--- config.mk ---
export PLATFORM = sky130hd
export DESIGN_NAME = mem_access_unit_flat
export DESIGN_NICKNAME = d
export VERILOG_FILES = /design/src/rtl/mem_access_unit_pkg.sv /design/src/rtl/mem_access_unit_if.sv /design/src/rtl/mem_access_unit_lane_extract.sv /design/src/rtl/mem_access_unit.sv /design/src/flat_wrapper.sv
export SDC_FILE = /design/constraint.sdc
export NUM_CORES = 1
export LEC_CHECK = 0
export CAP_MARGIN = 20
export CORE_ASPECT_RATIO = 0.75
export CORE_MARGIN = 1
export CORE_UTILIZATION = 25
export DETAILED_ROUTE_END_ITERATION = 16
export GPL_TIMING_DRIVEN = 0
export PLACE_DENSITY = 0.58
export SYNTH_ARGS = -nofsm -noshare
export SYNTH_HDL_FRONTEND = slang
export SYNTH_SLANG_ARGS = --single-unit
--- constraint.sdc ---
create_clock -name clk -period 2.5 [get_ports clk]
set_input_delay 0.5 -clock clk [delete_from_list [all_inputs] [get_ports clk]]
set_output_delay 0.5 -clock clk [all_outputs]
set_load 0.01 [all_outputs]
--- src/rtl/mem_access_unit_pkg.sv ---
// Shared definitions for the load/store front end: size codes, FSM states and
// the request legality check.
package mem_access_unit_pkg;

    localparam int ADDR_DEF = 16;
    localparam int WORD_DEF = 32;

    localparam logic [1:0] SZ_B = 2'b00;
    localparam logic [1:0] SZ_H = 2'b01;
    localparam logic [1:0] SZ_W = 2'b10;

    typedef enum logic [2:0] {
        S_IDLE,
        S_RD,
        S_DATA,
        S_WR,
        S_RESP
    } state_t;

    // High when the request is misaligned for its size or uses the illegal size code.
    function automatic logic req_bad(input logic [1:0] size, input logic [1:0] lo);
        case (size)
            SZ_B:    req_bad = 1'b0;
            SZ_H:    req_bad = lo[0];
            SZ_W:    req_bad = (lo != 2'b00);
            default: req_bad = 1'b1;
        endcase
    endfunction

endpackage

--- src/rtl/mem_access_unit_if.sv ---
// Request/response handshake plus the word-memory port of the load/store unit.
interface mem_access_unit_if #(
    parameter int ADDR = 16,
    parameter int WORD = 32
);
    logic            req_valid;
    logic            req_ready;
    logic            req_we;
    logic [1:0]      req_size;
    logic            req_unsigned;
    logic [31:0]     req_addr;
    logic [WORD-1:0] req_wdata;
    logic            resp_valid;
    logic [WORD-1:0] resp_rdata;
    logic            resp_err;
    logic [ADDR-1:0] mem_A;
    logic            mem_W;
    logic [WORD-1:0] mem_D;
    logic [WORD-1:0] mem_Q;

    modport slave (
        input  req_valid, req_we, req_size, req_unsigned, req_addr, req_wdata, mem_Q,
        output req_ready, resp_valid, resp_rdata, resp_err, mem_A, mem_W, mem_D
    );

    modport master (
        output req_valid, req_we, req_size, req_unsigned, req_addr, req_wdata, mem_Q,
        input  req_ready, resp_valid, resp_rdata, resp_err, mem_A, mem_W, mem_D
    );
endinterface

--- src/rtl/mem_access_unit_lane_extract.sv ---
// Combinational lane logic: extends a byte/half lane of a memory word for loads
// and merges store data into the addressed lane for read-modify-write.
module mem_access_unit_lane_extract
    import mem_access_unit_pkg::*;
#(
    parameter int WORD = 32
) (
    input  logic [WORD-1:0] i_word,
    input  logic [1:0]      i_lane,
    input  logic [1:0]      i_size,
    input  logic            i_unsigned,
    input  logic [WORD-1:0] i_wdata,
    output logic [WORD-1:0] o_load,
    output logic [WORD-1:0] o_merge
);

    logic [7:0]  w_byte;
    logic [15:0] w_half;

    // Little-endian lanes: byte k sits at bits [8k+7:8k].
    assign w_byte = i_word[{i_lane, 3'b000} +: 8];
    assign w_half = i_word[{i_lane[1], 4'b0000} +: 16];

    always_comb begin
        o_load  = i_word;
        o_merge = i_wdata;
        case (i_size)
            SZ_B: begin
                o_load  = i_unsigned ? {{(WORD-8){1'b0}}, w_byte}
                                     : {{(WORD-8){w_byte[7]}}, w_byte};
                o_merge = i_word;
                o_merge[{i_lane, 3'b000} +: 8] = i_wdata[7:0];
            end
            SZ_H: begin
                o_load  = i_unsigned ? {{(WORD-16){1'b0}}, w_half}
                                     : {{(WORD-16){w_half[15]}}, w_half};
                o_merge = i_word;
                o_merge[{i_lane[1], 4'b0000} +: 16] = i_wdata[15:0];
            end
            default: begin
                o_load  = i_word;
                o_merge = i_wdata;
            end
        endcase
    end

endmodule

--- src/rtl/mem_access_unit.sv ---
// Load/store front end for a word-only memory: one request in flight, sub-word
// stores done as read-modify-write, load results sign/zero extended.
module mem_access_unit
    import mem_access_unit_pkg::*;
#(
    parameter int ADDR = ADDR_DEF,
    parameter int WORD = WORD_DEF
) (
    input  logic             clk,
    input  logic             rst,
    mem_access_unit_if.slave bus
);

    state_t          r_state;
    logic            r_we;
    logic [1:0]      r_size;
    logic            r_uns;
    logic [1:0]      r_lane;
    logic [ADDR-1:0] r_mem_A;
    logic [WORD-1:0] r_mem_D;
    logic [WORD-1:0] r_rdata;
    logic            r_err;

    logic            w_bad;
    logic [WORD-1:0] w_load;
    logic [WORD-1:0] w_merge;
    logic            w_unused_addr_hi;

    assign w_bad            = req_bad(bus.req_size, bus.req_addr[1:0]);
    assign w_unused_addr_hi = ^bus.req_addr[31:ADDR+2];

    // r_mem_D doubles as the latched store data until DATA overwrites it with the merge.
    mem_access_unit_lane_extract #(.WORD(WORD)) u_lane (
        .i_word     (bus.mem_Q),
        .i_lane     (r_lane),
        .i_size     (r_size),
        .i_unsigned (r_uns),
        .i_wdata    (r_mem_D),
        .o_load     (w_load),
        .o_merge    (w_merge)
    );

    always_ff @(posedge clk) begin
        if (rst) begin
            r_state <= S_IDLE;
            r_we    <= 1'b0;
            r_size  <= SZ_B;
            r_uns   <= 1'b0;
            r_lane  <= 2'b00;
            r_mem_A <= '0;
            r_mem_D <= '0;
            r_rdata <= '0;
            r_err   <= 1'b0;
        end else begin
            case (r_state)
                S_IDLE: begin
                    if (bus.req_valid) begin
                        r_we    <= bus.req_we;
                        r_size  <= bus.req_size;
                        r_uns   <= bus.req_unsigned;
                        r_lane  <= bus.req_addr[1:0];
                        r_mem_A <= bus.req_addr[ADDR+1:2];
                        r_mem_D <= bus.req_wdata;
                        if (w_bad) begin
                            r_rdata <= '0;
                            r_err   <= 1'b1;
                            r_state <= S_RESP;
                        end else if (bus.req_we && bus.req_size == SZ_W) begin
                            r_state <= S_WR;
                        end else begin
                            r_state <= S_RD;
                        end
                    end
                end
                S_RD:   r_state <= S_DATA;
                S_DATA: begin
                    if (r_we) begin
                        r_mem_D <= w_merge;
                        r_state <= S_WR;
                    end else begin
                        r_rdata <= w_load;
                        r_err   <= 1'b0;
                        r_state <= S_RESP;
                    end
                end
                S_WR: begin
                    r_rdata <= '0;
                    r_err   <= 1'b0;
                    r_state <= S_RESP;
                end
                S_RESP:  r_state <= S_IDLE;
                default: r_state <= S_IDLE;
            endcase
        end
    end

    // The write strobe is gated by rst so a reset in WR leaves memory untouched.
    assign bus.mem_W      = (r_state == S_WR) & ~rst;
    assign bus.mem_A      = r_mem_A;
    assign bus.mem_D      = r_mem_D;
    assign bus.req_ready  = (r_state == S_IDLE);
    assign bus.resp_valid = (r_state == S_RESP);
    assign bus.resp_rdata = r_rdata;
    assign bus.resp_err   = r_err;

endmodule

--- src/flat_wrapper.sv ---
// flat-port wrapper written by rule: the top's interface ports become plain ports
module mem_access_unit_flat import mem_access_unit_pkg::*;
#(
    parameter int ADDR = ADDR_DEF,
    parameter int WORD = WORD_DEF
)
  (clk, rst, bus_req_valid, bus_req_we, bus_req_size, bus_req_unsigned, bus_req_addr, bus_req_wdata, bus_mem_Q, bus_req_ready, bus_resp_valid, bus_resp_rdata, bus_resp_err, bus_mem_A, bus_mem_W, bus_mem_D);
  mem_access_unit_if #(.ADDR(ADDR), .WORD(WORD)) bus_i ();
  input  logic clk;
  input  logic rst;
  input wire logic [$bits(bus_i.req_valid)-1:0] bus_req_valid;
  input wire logic [$bits(bus_i.req_we)-1:0] bus_req_we;
  input wire logic [$bits(bus_i.req_size)-1:0] bus_req_size;
  input wire logic [$bits(bus_i.req_unsigned)-1:0] bus_req_unsigned;
  input wire logic [$bits(bus_i.req_addr)-1:0] bus_req_addr;
  input wire logic [$bits(bus_i.req_wdata)-1:0] bus_req_wdata;
  input wire logic [$bits(bus_i.mem_Q)-1:0] bus_mem_Q;
  output wire logic [$bits(bus_i.req_ready)-1:0] bus_req_ready;
  output wire logic [$bits(bus_i.resp_valid)-1:0] bus_resp_valid;
  output wire logic [$bits(bus_i.resp_rdata)-1:0] bus_resp_rdata;
  output wire logic [$bits(bus_i.resp_err)-1:0] bus_resp_err;
  output wire logic [$bits(bus_i.mem_A)-1:0] bus_mem_A;
  output wire logic [$bits(bus_i.mem_W)-1:0] bus_mem_W;
  output wire logic [$bits(bus_i.mem_D)-1:0] bus_mem_D;
  assign bus_i.req_valid = bus_req_valid;
  assign bus_i.req_we = bus_req_we;
  assign bus_i.req_size = bus_req_size;
  assign bus_i.req_unsigned = bus_req_unsigned;
  assign bus_i.req_addr = bus_req_addr;
  assign bus_i.req_wdata = bus_req_wdata;
  assign bus_i.mem_Q = bus_mem_Q;
  assign bus_req_ready = bus_i.req_ready;
  assign bus_resp_valid = bus_i.resp_valid;
  assign bus_resp_rdata = bus_i.resp_rdata;
  assign bus_resp_err = bus_i.resp_err;
  assign bus_mem_A = bus_i.mem_A;
  assign bus_mem_W = bus_i.mem_W;
  assign bus_mem_D = bus_i.mem_D;
  mem_access_unit #(.ADDR(ADDR), .WORD(WORD)) u_core (.clk(clk), .rst(rst), .bus(bus_i));
endmodule
# Word-level counts from Yosys, hierarchy flattened
# Index checks and enable logic that the tools add are counted.
# totals
output_inout_bits	84
ff_bits	90
elab_cells	64
in_bits	103
# op_classes
bitwise_logic	2
n_reduce_logical	10
n_addsub	2
shift	6
mux	23
eq_ne	12
# op_table
op	count
$mux 32	7
$pmux 32 s2	3
$pmux 32 s3	1
$bwmux 32	2
$shift 16x7->32 const A	1
$shift 8x7->32 const A	1
$shiftx 16x7->32	1
$shiftx 32x6->16	1
$shiftx 32x6->8	1
$shiftx 8x7->32	1
$neg 5->7	2
$pmux 3 s4	1
$mux 3	3
$reduce_and 4->1	2
$eq 3x2->1 const B	2
$pmux 1 s3	2
$eq 2x1->1 const B	2
$logic_not 2->1	2
$ne 2x1->1 const B	2
$ne 2x2->1 const B	2
$reduce_bool 2->1	2
$eq 3x1->1 const B	1
$eq 3x3->1 const B	1
$logic_not 3->1	1
other kinds (9)	11

# Logic depth before layout (Yosys ltp)
# depth
depth_word	6
ltp_mapped	10
depth_no_buf	6

# By module
# A second synthesis with hierarchy kept.
# unflattened
hier_cells	693
area_unflattened_um2	5667.9
# modules_own_cells
mod	seq_area_each_um2	instances	area_per_inst_um2	cells_each
mem_access_unit	1801.7	1	3841.2	417
mem_access_unit_lane_extract	0.0	1	1826.8	276

# Worst setup path before layout
# OpenSTA, ideal clock, no wires.
# synth_timing
kind	flip-flop to flip-flop
startpoint	register u_core.r_lane[1]
endpoint	register u_core.r_mem_D[27], in the netlist u_core.bus.mem_D[27]
path_buffers	4
setup_time_ns	0.091
synth_period_minus_slack_ns	2.513
slack_ns	-0.013
t_arrival_ns	2.422
stages_incl_launch_ff	11
required_time_ns	2.409
cell_sequence	dfxtp_1 > buf_2 > buf_2 > inv_1 > ha_1 > clkbuf_1 > nor4bb_1 > clkbuf_1 > a221oi_1 > a211o_1 > a311oi_1
# synth_via
elab_chain_cells	6
elab_cells_between_ends	11
classes_between	add/sub (2); shift (4); mux (5)
# synth_lines
element	line_no	source
start: declaration	mem_access_unit.sv:18	logic [1:0] r_lane;
start signal: assignment	mem_access_unit.sv:61	r_lane <= bus.req_addr[1:0];
$neg 5->7 (on tied branches)	mem_access_unit_lane_extract.sv:38, mem_access_unit_lane_extract.sv:32	
$shiftx 16x7->32, or another cell as far along	mem_access_unit_lane_extract.sv:38	o_merge[{i_lane[1], 4'b0000} +: 16] = i_wdata[15:0];
$bwmux 32 (on tied branches)	mem_access_unit_lane_extract.sv:38, mem_access_unit_lane_extract.sv:32	
$pmux 32 s2 *	mem_access_unit_lane_extract.sv:27	case (i_size)
$mux 32 *	mem_access_unit.sv:77	if (r_we) begin
$pmux 32 s2 *	mem_access_unit.sv:55	case (r_state)
end signal: assignment	mem_access_unit.sv:63	r_mem_D <= bus.req_wdata;
end signal: assignment	mem_access_unit.sv:78	r_mem_D <= w_merge;
end: declaration	mem_access_unit.sv:20	logic [WORD-1:0] r_mem_D;
# Mark *: on every way between the ends. The rest lies on a longest branch, timed or not. The select of a mux whose other input is x is not followed.
# A chain may end at the register's enable or synchronous reset.

# Worst setup path after layout
# layout_timing
startpoint	register u_core.r_lane[1]
endpoint	register u_core.r_mem_D[26], in the netlist u_core.bus.mem_D[26]
# The elaborated chain is that of the path after synthesis.

==> impl_metrics.ini <==
[clock_network]
cts.clk_slew.worst_paths_ns = 0.07
cts_tree = built
cts_buffer_depth = 2
numCtsBuffers = 9
clk_latency_ns = 0.35
hold_buffers = 0
cts_root_buf = clkbuf_16
cts.sinks = 90
h-tree-depth = 3

[worst_setup_path]
crit_arrival_ns = 2.65
crit_buf_inv = 4
critPathSlowestCell = dfxtp_4
worstPathCellList = buf_8, inv_1, ha_2, clkbuf_4, nor4bb_2, buf_4, a221oi_1, a211o_1, a311oi_2
required_ns = 2.76
crit_fanout = 19
worstSetupPathType = register to register
max_stage_delay_ns = 0.39
worst_setup_path_end_kind = register
setup.worst_path.start_class = register
cpLargestDelayFamily = buffers and inverters

[global_route]
grt_max_degree = 17
antenna_found_initial = 0
grt_pass1_vias = 4780
grt_use_total_pct = 19.5
gr-total-overflow = 0
grt_pass1_wl_microns = 29300

[routing]
first_pass_iters = 5
drc = 0
drt_iter0_drc = 389
ant_nets = 0
wl_microns = 19500
post_drt_wl_per_cell_microns = 19.9
via_count = 5121
via_per_inst = 5.23

[floorplan]
io_pins = 187
dieHeight_microns = 123
initial_core_util_pct = 26.0
die_x_microns = 163
dieArea_sq_mm = 0.0201
rows = 43
placeableCoreArea_sq_mm = 0.0188

[yosys]
ys_types = 53
synth.area.top_cells = dfxtp_1 37%, mux2i_1 6.4%, nand2_1 6.0%
synth.cell_area_sq_mm = 0.00487
synth-edff-count = 0
ys_ff_latch = 90
synth_cells = 548
yosysWarnings = 0
async_reset_ff_share_pct = 0
avgSynthCellArea_sq_um = 8.89
synth_top_area_cell = dfxtp_1
synth_nets = 656
synth-seq-area-share_pct = 37.0
yosysTopAreaCellShare_pct = 37.0
synth_flop_cell = dfxtp_1

[finish]
syn2layout_area_growth_pct = 49.2
nets = 837
n_antenna_cell = 0
layout_common_cells = 171 x clkdlybuf4s50_1, 88 x dfxtp_1, 78 x nand2_1, 36 x a21oi_1, 31 x mux2i_1
final_common_cell = clkdlybuf4s50_1
drive_gt1_share_pct = 9.55
final_cells = 980

[sta]
maxSlewViolCount = 0
period_minus_slack_ns = 2.39
relSlewSlack_pct = 45.9
final-hold-violation-count = 0
fin_skew_ns = 0.00991
post-route-period-util_pct = 95.6
worstMarginPinSlew_ns = 0.812
setup-violations-final = 0
fmax_ghz = 0.418

[power_and_ir_drop]
power.total_mw = 4.09
cellPowerDensity_mw_per_mm2 = 562
max-vdd-ir-drop_mv = 0.290
leakagePower_nw = 2.64

[placement]
place.gp.congestion = 0.853
place_inst = 966
io_buffers = 171
hpwlAfterDp_microns = 15000

[outcome]
status = finished, final reports clean

[worst_hold_path]
hold_class = register to register

[flow_run]
cap_viol_max_count = 0
-- synthesized netlist by cell type (6+ instances only) --
master,count
inv_1,14
nand2_1,78
a32o_1,16
a221o_1,24
a211o_1,16
clkbuf_1,27
nor2_1,23
o21ai_0,7
a21oi_1,37
mux2_2,8
o2bb2ai_1,6
mux2i_1,31
buf_2,19
nand2b_1,27
nor4bb_1,10
nor2b_1,9
a221oi_1,23
a211oi_1,8
dfxtp_1,90
a311oi_1,16
-- registers in the layout (all words and copies together) (netlist names) --
register	cells
u_core.r_state	3
u_core.bus.mem_A	16
u_core.r_we	1
u_core.bus.resp_rdata	32
u_core.r_lane	2
u_core.bus.resp_err	1
u_core.r_uns	1
u_core.bus.mem_D	32
u_core.r_size	2
-- routing by layer --
metal  part of all wire, %  vias to the layer above  track usage (%)
met4                   1.0                        0             4.56
li1                      -                     2428                -
met3                   9.0                       19             5.47
met1                    49                     2467             29.8
met5                     0                        -                0
met2                    41                      207             26.3
-- report_power, final --
| part | switching, mW | internal, mW |
|---|---|---|
| registers | 0.0907 | 1.53 |
| clock network | 0.634 | 0.785 |
| logic | 0.535 | 0.514 |
-- metrics by stage --
step | hold slack, ns | setup WS [ns] | instance area [sq um] | TNS (ns) | utilization (%)
2_1_floorplan | 0.463 | 0.0534 | 4870 | 0 | -
3_3_place_gp | 0.443 | -0.579 | 6900 | -15.23 | 36.7
3_5_place_dp | 0.446 | -0.533 | 6900 | -13.77 | 36.7
4_1_cts | 0.455 | 0.00270 | 7230 | 0 | 38.5
5_1_grt | 0.470 | -0.00993 | 7270 | -0.00993 | 38.7
6_report | 0.453 | 0.110 | 7270 | 0 | 38.7
-- area by class of cell --
class	count	area, sq um
buffer	54	277
clock buffer	9	225
clock inverter	6	73.8
fill	1887	11500
inverter	14	52.6
multi-input combinational	388	2810
sequential	90	1810
tap	247	309
timing repair buffer	172	1720
-- worst reg2reg max path: cells and delay by family (launching register included) --
| family | cells | cell delay, ns |
|---|---|---|
| simple gates | 1 | 0.29 |
| compound gates | 3 | 0.67 |
| buf+inv | 4 | 0.74 |
| flops | 1 | 0.39 |
| fa+ha+maj | 1 | 0.21 |
-- logic make-up after synthesis --
| family | share of synthesized area (%) |
|---|---|
| buffers and inverters | 6.44 |
| DFF | 37.0 |
| muxes | 8.68 |
| and+or+nand+nor | 18.2 |
| AOI/OAI and AO/OA | 28.4 |
| adders and majority gates | 1.28 |
-- timing repair --
item | 4_1_cts | 5_1_grt
resized for setup | 14 | 12
cloned | 0 | 0
hold endpoints to repair | 0 | 0
endpoints found under the setup margin | 33 | 24
setup buffers | 1 | 0
-- final timing paths --
| path | cells after the start | slack, ns | endpoint | startpoint |
|---|---|---|---|---|
| setup / recovery | 9 | 0.11 | u_core.bus.mem_D[26] | u_core.r_lane[1] |
| hold / removal | 2 | 0.45 | u_core.bus.mem_A[14] | u_core.bus.mem_A[14] |
| setup reg to reg | 9 | 0.11 | u_core.bus.mem_D[26] | u_core.r_lane[1] |
| hold reg to reg | 2 | 0.45 | u_core.bus.mem_A[14] | u_core.bus.mem_A[14] |
Note: power is estimated with default switching activity, not from simulation.
